===== src/rtl/sp_ram_pipelined_pkg.sv =====
// sp_ram_pkg: shared types and helpers for the pipelined single-port RAM.
//   state_e       - controller states (CLEAR, RUN)
//   WRM_*         - codes for the data returned on a write
//   be_merge()    - byte-enable merge of an old word with new write data
package sp_ram_pkg;

  typedef enum logic {
    CLEAR = 1'b0,
    RUN   = 1'b1
  } state_e;

  localparam int WRM_NONE        = 0;
  localparam int WRM_READ_FIRST  = 1;
  localparam int WRM_WRITE_FIRST = 2;

  // The merge helper works on a fixed maximum width so one function serves
  // every instance; callers zero-extend on the way in and truncate on the way out.
  localparam int MAX_DATA_WIDTH = 256;
  localparam int MAX_BE_WIDTH   = MAX_DATA_WIDTH / 8;

  function automatic logic [MAX_DATA_WIDTH-1:0] be_merge(
    input logic [MAX_DATA_WIDTH-1:0] old_word,
    input logic [MAX_DATA_WIDTH-1:0] new_word,
    input logic [MAX_BE_WIDTH-1:0]   be
  );
    logic [MAX_DATA_WIDTH-1:0] res;
    res = old_word;
    for (int i = 0; i < MAX_BE_WIDTH; i++) begin
      if (be[i]) res[8*i +: 8] = new_word[8*i +: 8];
    end
    return res;
  endfunction

endpackage


===== src/rtl/sp_ram_pipelined_if.sv =====
// sp_ram_if: request/response bus of the pipelined single-port RAM.
//   master: drives cs, we, be, addr, wdata; observes the rest
//   slave : observes the request, drives req_ready, rdata, rd_valid,
//           rd_err, init_done
interface sp_ram_if #(
  parameter int ADDR_WIDTH = 4,
  parameter int DATA_WIDTH = 32
);
  logic                    cs;
  logic                    we;
  logic [DATA_WIDTH/8-1:0] be;
  logic [ADDR_WIDTH-1:0]   addr;
  logic [DATA_WIDTH-1:0]   wdata;
  logic                    req_ready;
  logic [DATA_WIDTH-1:0]   rdata;
  logic                    rd_valid;
  logic                    rd_err;
  logic                    init_done;

  modport master (
    output cs, we, be, addr, wdata,
    input  req_ready, rdata, rd_valid, rd_err, init_done
  );

  modport slave (
    input  cs, we, be, addr, wdata,
    output req_ready, rdata, rd_valid, rd_err, init_done
  );
endinterface


===== src/rtl/sp_ram_pipelined_array.sv =====
// sp_ram_array: bare single-port storage with byte-enable writes and a
// registered read port.
//   clk, rst   - clock; rst only clears the read register, never the storage
//   i_we       - write i_wdata into word i_addr under i_be
//   i_rd_en    - load the read register this cycle
//   i_rd_zero  - load zero instead of array data (out-of-range access)
//   i_ret_new  - load the merged (post-write) word instead of the old word
//   o_rdata    - read register
module sp_ram_array
  import sp_ram_pkg::*;
#(
  parameter int ADDR_WIDTH = 4,
  parameter int DATA_WIDTH = 32,
  parameter int DEPTH      = 16
) (
  input  logic                    clk,
  input  logic                    rst,
  input  logic                    i_we,
  input  logic                    i_rd_en,
  input  logic                    i_rd_zero,
  input  logic                    i_ret_new,
  input  logic [DATA_WIDTH/8-1:0] i_be,
  input  logic [ADDR_WIDTH-1:0]   i_addr,
  input  logic [DATA_WIDTH-1:0]   i_wdata,
  output logic [DATA_WIDTH-1:0]   o_rdata
);

  logic [DATA_WIDTH-1:0] r_mem [DEPTH];
  logic [DATA_WIDTH-1:0] r_rdata;
  logic [DATA_WIDTH-1:0] w_old;
  logic [DATA_WIDTH-1:0] w_merged;

  assign w_old    = r_mem[i_addr];
  assign w_merged = DATA_WIDTH'(be_merge(MAX_DATA_WIDTH'(w_old),
                                         MAX_DATA_WIDTH'(i_wdata),
                                         MAX_BE_WIDTH'(i_be)));

  always_ff @(posedge clk) begin
    if (i_we) r_mem[i_addr] <= w_merged;
  end

  always_ff @(posedge clk or posedge rst) begin
    if (rst) begin
      r_rdata <= '0;
    end else if (i_rd_en) begin
      if (i_rd_zero)      r_rdata <= '0;
      else if (i_ret_new) r_rdata <= w_merged;
      else                r_rdata <= w_old;
    end
  end

  assign o_rdata = r_rdata;

endmodule


===== src/rtl/sp_ram_pipelined.sv =====
// sp_ram_pipelined: single-port synchronous RAM with split read/write buses,
// byte enables, 1- or 2-cycle read latency, read-valid handshake,
// out-of-range detection and optional post-reset clear.
//   clk  - rising-edge clock
//   rst  - asynchronous active-high reset
//   bus  - sp_ram_if slave (request in, response/status out)
//
// state | meaning
// CLEAR | zeroing mem[r_clr_cnt] each cycle; requests refused
// RUN   | one request accepted per cycle
module sp_ram_pipelined
  import sp_ram_pkg::*;
#(
  parameter int ADDR_WIDTH     = 4,
  parameter int DATA_WIDTH     = 32,
  parameter int DEPTH          = 16,
  parameter int RD_LATENCY     = 1,   // 1 or 2
  parameter int WR_RD_MODE     = 0,   // WRM_NONE / WRM_READ_FIRST / WRM_WRITE_FIRST
  parameter int CLEAR_ON_RESET = 1
) (
  input logic     clk,
  input logic     rst,
  sp_ram_if.slave bus
);

  localparam int                    BE_WIDTH  = DATA_WIDTH / 8;
  localparam logic [ADDR_WIDTH:0]   DEPTH_LIM = (ADDR_WIDTH + 1)'(DEPTH);
  localparam logic [ADDR_WIDTH-1:0] LAST_ADDR = ADDR_WIDTH'(DEPTH - 1);

  state_e                r_state;
  logic [ADDR_WIDTH-1:0] r_clr_cnt;
  logic                  r_req_ready;
  logic                  r_init_done;

  always_ff @(posedge clk or posedge rst) begin
    if (rst) begin
      r_state     <= CLEAR;
      r_clr_cnt   <= '0;
      r_req_ready <= 1'b0;
      r_init_done <= 1'b0;
    end else begin
      case (r_state)
        CLEAR: begin
          // Without a clear, CLEAR lasts exactly the first cycle after reset.
          if (CLEAR_ON_RESET == 0 || r_clr_cnt == LAST_ADDR) begin
            r_state     <= RUN;
            r_req_ready <= 1'b1;
            r_init_done <= 1'b1;
          end else begin
            r_clr_cnt <= r_clr_cnt + ADDR_WIDTH'(1);
          end
        end
        RUN: begin
          r_req_ready <= 1'b1;
          r_init_done <= 1'b1;
        end
        default: r_state <= CLEAR;
      endcase
    end
  end

  logic w_clearing;
  logic w_accept;
  logic w_in_range;
  logic w_rsp;

  assign w_clearing = (r_state == CLEAR) && (CLEAR_ON_RESET != 0);
  assign w_accept   = bus.cs && r_req_ready;
  assign w_in_range = {1'b0, bus.addr} < DEPTH_LIM;
  assign w_rsp      = w_accept && (!bus.we || (WR_RD_MODE != WRM_NONE));

  logic                  w_arr_we;
  logic [BE_WIDTH-1:0]   w_arr_be;
  logic [ADDR_WIDTH-1:0] w_arr_addr;
  logic [DATA_WIDTH-1:0] w_arr_wdata;
  logic [DATA_WIDTH-1:0] w_arr_rdata;

  // The clear sequence borrows the single array port; requests cannot
  // collide with it because req_ready is low throughout CLEAR.
  assign w_arr_we    = w_clearing || (w_accept && bus.we && w_in_range);
  assign w_arr_be    = w_clearing ? '1 : bus.be;
  assign w_arr_addr  = w_clearing ? r_clr_cnt : bus.addr;
  assign w_arr_wdata = w_clearing ? '0 : bus.wdata;

  sp_ram_array #(
    .ADDR_WIDTH (ADDR_WIDTH),
    .DATA_WIDTH (DATA_WIDTH),
    .DEPTH      (DEPTH)
  ) u_array (
    .clk       (clk),
    .rst       (rst),
    .i_we      (w_arr_we),
    .i_rd_en   (w_rsp),
    .i_rd_zero (!w_in_range),
    .i_ret_new (bus.we && (WR_RD_MODE == WRM_WRITE_FIRST)),
    .i_be      (w_arr_be),
    .i_addr    (w_arr_addr),
    .i_wdata   (w_arr_wdata),
    .o_rdata   (w_arr_rdata)
  );

  // Stage 1 valid/err travel alongside the array read register.
  logic r_v1;
  logic r_e1;

  always_ff @(posedge clk or posedge rst) begin
    if (rst) begin
      r_v1 <= 1'b0;
      r_e1 <= 1'b0;
    end else begin
      r_v1 <= w_rsp;
      r_e1 <= w_rsp && !w_in_range;
    end
  end

  generate
    if (RD_LATENCY == 2) begin : g_lat2
      logic                  r_v2;
      logic                  r_e2;
      logic [DATA_WIDTH-1:0] r_rdata2;

      always_ff @(posedge clk or posedge rst) begin
        if (rst) begin
          r_v2     <= 1'b0;
          r_e2     <= 1'b0;
          r_rdata2 <= '0;
        end else begin
          r_v2 <= r_v1;
          r_e2 <= r_e1;
          if (r_v1) r_rdata2 <= w_arr_rdata;
        end
      end

      assign bus.rd_valid = r_v2;
      assign bus.rd_err   = r_e2;
      assign bus.rdata    = r_rdata2;
    end else begin : g_lat1
      // The array read register only loads on a response, so it already
      // holds its value while rd_valid is low.
      assign bus.rd_valid = r_v1;
      assign bus.rd_err   = r_e1;
      assign bus.rdata    = w_arr_rdata;
    end
  endgenerate

  assign bus.req_ready = r_req_ready;
  assign bus.init_done = r_init_done;

endmodule


===== src/flat_wrapper.sv =====
// flat-port wrapper written by rule: the top's interface ports become plain ports
module sp_ram_pipelined_flat import sp_ram_pkg::*;
#(
  parameter int ADDR_WIDTH     = 4,
  parameter int DATA_WIDTH     = 32,
  parameter int DEPTH          = 16,
  parameter int RD_LATENCY     = 1,            
  parameter int WR_RD_MODE     = 0,                                                 
  parameter int CLEAR_ON_RESET = 1
)
  (clk, rst, bus_cs, bus_we, bus_be, bus_addr, bus_wdata, bus_req_ready, bus_rdata, bus_rd_valid, bus_rd_err, bus_init_done);
  sp_ram_if #(.ADDR_WIDTH(ADDR_WIDTH), .DATA_WIDTH(DATA_WIDTH)) bus_i ();
  input logic clk;
  input logic rst;
  input wire logic [$bits(bus_i.cs)-1:0] bus_cs;
  input wire logic [$bits(bus_i.we)-1:0] bus_we;
  input wire logic [$bits(bus_i.be)-1:0] bus_be;
  input wire logic [$bits(bus_i.addr)-1:0] bus_addr;
  input wire logic [$bits(bus_i.wdata)-1:0] bus_wdata;
  output wire logic [$bits(bus_i.req_ready)-1:0] bus_req_ready;
  output wire logic [$bits(bus_i.rdata)-1:0] bus_rdata;
  output wire logic [$bits(bus_i.rd_valid)-1:0] bus_rd_valid;
  output wire logic [$bits(bus_i.rd_err)-1:0] bus_rd_err;
  output wire logic [$bits(bus_i.init_done)-1:0] bus_init_done;
  assign bus_i.cs = bus_cs;
  assign bus_i.we = bus_we;
  assign bus_i.be = bus_be;
  assign bus_i.addr = bus_addr;
  assign bus_i.wdata = bus_wdata;
  assign bus_req_ready = bus_i.req_ready;
  assign bus_rdata = bus_i.rdata;
  assign bus_rd_valid = bus_i.rd_valid;
  assign bus_rd_err = bus_i.rd_err;
  assign bus_init_done = bus_i.init_done;
  sp_ram_pipelined #(.ADDR_WIDTH(ADDR_WIDTH), .DATA_WIDTH(DATA_WIDTH), .DEPTH(DEPTH), .RD_LATENCY(RD_LATENCY), .WR_RD_MODE(WR_RD_MODE), .CLEAR_ON_RESET(CLEAR_ON_RESET)) u_core (.clk(clk), .rst(rst), .bus(bus_i));
endmodule

===== config.mk =====
export PLATFORM = sky130hd
export DESIGN_NAME = sp_ram_pipelined_flat
export DESIGN_NICKNAME = d
export VERILOG_FILES = /design/src/rtl/sp_ram_pipelined_pkg.sv /design/src/rtl/sp_ram_pipelined_if.sv /design/src/rtl/sp_ram_pipelined_array.sv /design/src/rtl/sp_ram_pipelined.sv /design/src/flat_wrapper.sv
export SDC_FILE = /design/constraint.sdc
export NUM_CORES = 1
export LEC_CHECK = 0
export ABC_AREA = 1
export CAP_MARGIN = 20
export CORE_AREA = 2 2 240 171
export CTS_BUF_LIST = sky130_fd_sc_hd__clkbuf_16
export DETAILED_ROUTE_END_ITERATION = 8
export DIE_AREA = 0 0 242 173
export DONT_BUFFER_PORTS = 1
export PLACE_DENSITY = 0.75
export SKIP_LAST_GASP = 1
export SLEW_MARGIN = 10
export SYNTH_ARGS = -nofsm -noshare
export SYNTH_HDL_FRONTEND = slang
export SYNTH_SLANG_ARGS = --single-unit

===== constraint.sdc =====
create_clock -name clk -period 3.8 [get_ports clk]
set_clock_uncertainty 0.05 [all_clocks]
set_input_delay 0.76 -clock clk [delete_from_list [all_inputs] [get_ports clk]]
set_output_delay 0.76 -clock clk [all_outputs]
set_load 0.03 [all_outputs]

==> run metrics <==
status completed; CTS Sinks 551; # DRC 0; root buffer cell clkbuf_16; fin util 0.6600; htree depth 2; placed instance count 2761; Crit-path slowest cell nor2_4; Hold Crit Class register to register; area of the mapped netlist 23530 um2; worst slack, placed 607.3 ps; switching share of power 0.2347; # setup viols final 0; Top delay family on crit path simple AND/OR/NAND/NOR gates; Die ar. 41870 um2; unrepaired setup endpoints after global routing false; total power per unit cell area 493.0 nW/um2; warnings from Yosys 0; IO buf count 0; initial antenna violation count 1; Netlist cell types 27; Clock transition at path regs 70 ps; Psw 3.008 mW; Total GRT Usage 0.2844; slowest stage delay, CP 650 ps; Leak 10.99 nW; Int Power 9.805 mW; die span in y 173 um; DR vias/cell 5.681; chip width 242 um; WP data required 4020 ps; io pins 80; NumNets Final 2325; Yosys reg bits 551; CP Capture Type register; net count of the mapped netlist 2333; clock latency on the worst-skew pair 580 ps; final std cells w/o fill 2858; clock network power share 0.388; final total power 12.81 mW; largest net degree at the start of global routing 129; Comb power frac 0.069; Final Hold Vio Count 0; Post-Route WL 59630 um; CP max FO 45; Slew Limit Fails 0; sequential share of power 0.543; startpoint types register; floorplan row count 61; gp weighted congestion 0.8593; Post-Syn Instances 2288; Achievable Freq 301.1 MHz; clk buf depth 3; core area 39380 um2; Initial DRC Count 2049; # resized after CTS 0; Pre-antenna DRT Iters 5; grt total ovfl 0; Critical Path AT 3540 ps; syn_area_per_cell 10.28 um2; TritonCTS clock tree yes; Initial Utilization 0.5973; Cell Chain, Critical Path inv_2 > nand2_1 > nand2_4 > buf_4 > nand3_1 > nor2_4 > buf_12; first-pass GRT wire length 90650 um; Crit path buffers/inverters 3; vias in the first global route 15428; dpl hpwl 34620 um; Final WS setup 478.5 ps; number of max-cap violations 0; area grow syn2layout 10.48%; relative slew slack 0.3362; worst vdd ir 0.3677 mV; Final Critical Period 3322 ps; share of cells above drive strength 1 0.07278; number of CTS-inserted buffers 51; Crit Path Class register to register; worst-margin pin slew 992.1 ps; setup TNS 0 ps; Vias 16237; Antenna Nets Post-Route 0; Seq/Total Area, Yosys 0.6950; average wire per standard cell 20.86 um; crit share post-route 0.8741
state kept, by name, indices dropped and copies added (netlist names):
signal and count:
u_core.u_array.r_mem 512, u_core.u_array.o_rdata 32, u_core.r_clr_cnt 4, u_core.bus.rd_valid 1
u_core.bus.req_ready 1, u_core.r_state 1
cells in the mapped netlist:
library cell,number,area share
clkbuf_1,16,0.0026
o21ai_0,2,0.00043
inv_2,4,0.00064
o21ai_4,1,0.00069
nor2_8,2,0.0017
nor2_2,2,0.00053
nand2_2,4,0.0011
ha_1,1,0.00053
edfxtp_1,512,0.65
nand3_1,167,0.036
nor2_4,2,0.00096
or2_2,1,0.00027
buf_2,69,0.015
buf_1,1,0.00016
dfrtp_1,39,0.041
inv_1,13,0.0021
a22oi_1,1,0.00032
xor2_1,1,0.00037
mux2_2,1,0.00048
buf_4,27,0.0086
nor2_1,23,0.0037
buf_6,8,0.0038
conb_1,1,0.00016
nand2_1,1324,0.21
o21ai_1,64,0.014
nand2_4,1,0.00048
or2_4,1,0.00037
cell usage in the layout, fill, tap and decap left out, drive strengths merged, types with 2 or more instances in the layout:
master,n
inv,31
clkbuf,53
nor2,29
clkinv,23
bufinv,4
buf,59
or2,2
nand2,1329
edfxtp,512
o21ai,67
dfrtp,39
nand3,167
area by class of cell:
| class | instances | area (um2) |
|---|---|---|
| flip-flops and latches | 551 | 16350 |
| inverters | 17 | 66.31 |
| repair buffers | 60 | 715.7 |
| well taps | 535 | 669.4 |
| clock buffers | 53 | 1326 |
| diodes | 1 | 2.502 |
| multi-input cells | 1599 | 6573 |
| clock inverters | 42 | 287.8 |
| fillers | 2934 | 13390 |
per-layer routing:
layer / track usage / vias to the layer above / share of wire
li1: - / 7556 / -
met1: 0.4045 / 7681 / 0.40
met2: 0.4375 / 875 / 0.46
met3: 0.06038 / 125 / 0.10
met4: 0.1042 / 0 / 0.033
met5: 0 / - / 0
worst reg2reg max path, delay by kind of cell, from the launching register on:
kind,cells,cell delay (ps)
simple gates,4,1350
buf+inv,3,1030
flops,1,570
power by group through the flow:
stage | sequential (mW) | clock, mW | combinational, mW
floorplan | 7.07 | 0 | 0.583
global placement | 7.09 | 0 | 0.839
detailed placement | 7.09 | 0 | 0.862
CTS | 6.96 | 5.01 | 0.870
global route | 6.97 | 5.25 | 0.976
finish | 6.96 | 4.97 | 0.880
repair_timing:
| action | in CTS | in global routing |
|---|---|---|
| hold endpoints to repair | 11 | 0 |
| hold buffers | 1 | 0 |
| setup buffers | 0 | 0 |
metrics by stage:
stage	hold WS, ps	cell area [um2]
2_1_floorplan	466.8	23530
3_3_place_gp	492.2	24340
3_5_place_dp	510.1	24360
4_1_cts	527.1	25990
5_1_grt	564.1	25990
6_report	540.9	25990
kinds of logic (layout without fill, tap and decap cells):
kind of cell | count (synthesis) | after routing | share of synthesized area
AND/OR/NAND/NOR | 1527 | 1527 | 0.2558
buffers and inverters | 138 | 172 | 0.03255
multiplexers | 1 | 1 | 0.0004786
other | 1 | 2 | 0.0001594
flip-flops | 551 | 551 | 0.6950
XOR/XNOR | 1 | 1 | 0.0003724
AO/OA/AOI/OAI | 68 | 68 | 0.01505
adder cells (fa/ha/maj) | 1 | 1 | 0.0005318
worst paths after layout:
check	cells past startpoint	end	from	slack, ps
max	7	u_core.u_array.r_mem[11][10]$_DFFE_PP_	u_core.r_state$_DFF_PP0_	480
min	2	u_core.r_clr_cnt[3]$_DFFE_PP0P_	u_core.r_clr_cnt[3]$_DFFE_PP0P_	540
max reg2reg	7	u_core.u_array.r_mem[11][10]$_DFFE_PP_	u_core.r_state$_DFF_PP0_	480
min reg2reg	2	u_core.r_clr_cnt[3]$_DFFE_PP0P_	u_core.r_clr_cnt[3]$_DFFE_PP0P_	540
max in group asynchronous	3	u_core.u_array.o_rdata[1]$_DFFE_PP0P_	rst	2570
min in group asynchronous	2	u_core.u_array.o_rdata[14]$_DFFE_PP0P_	rst	580
Note: power is estimated with default switching activity, not from simulation.
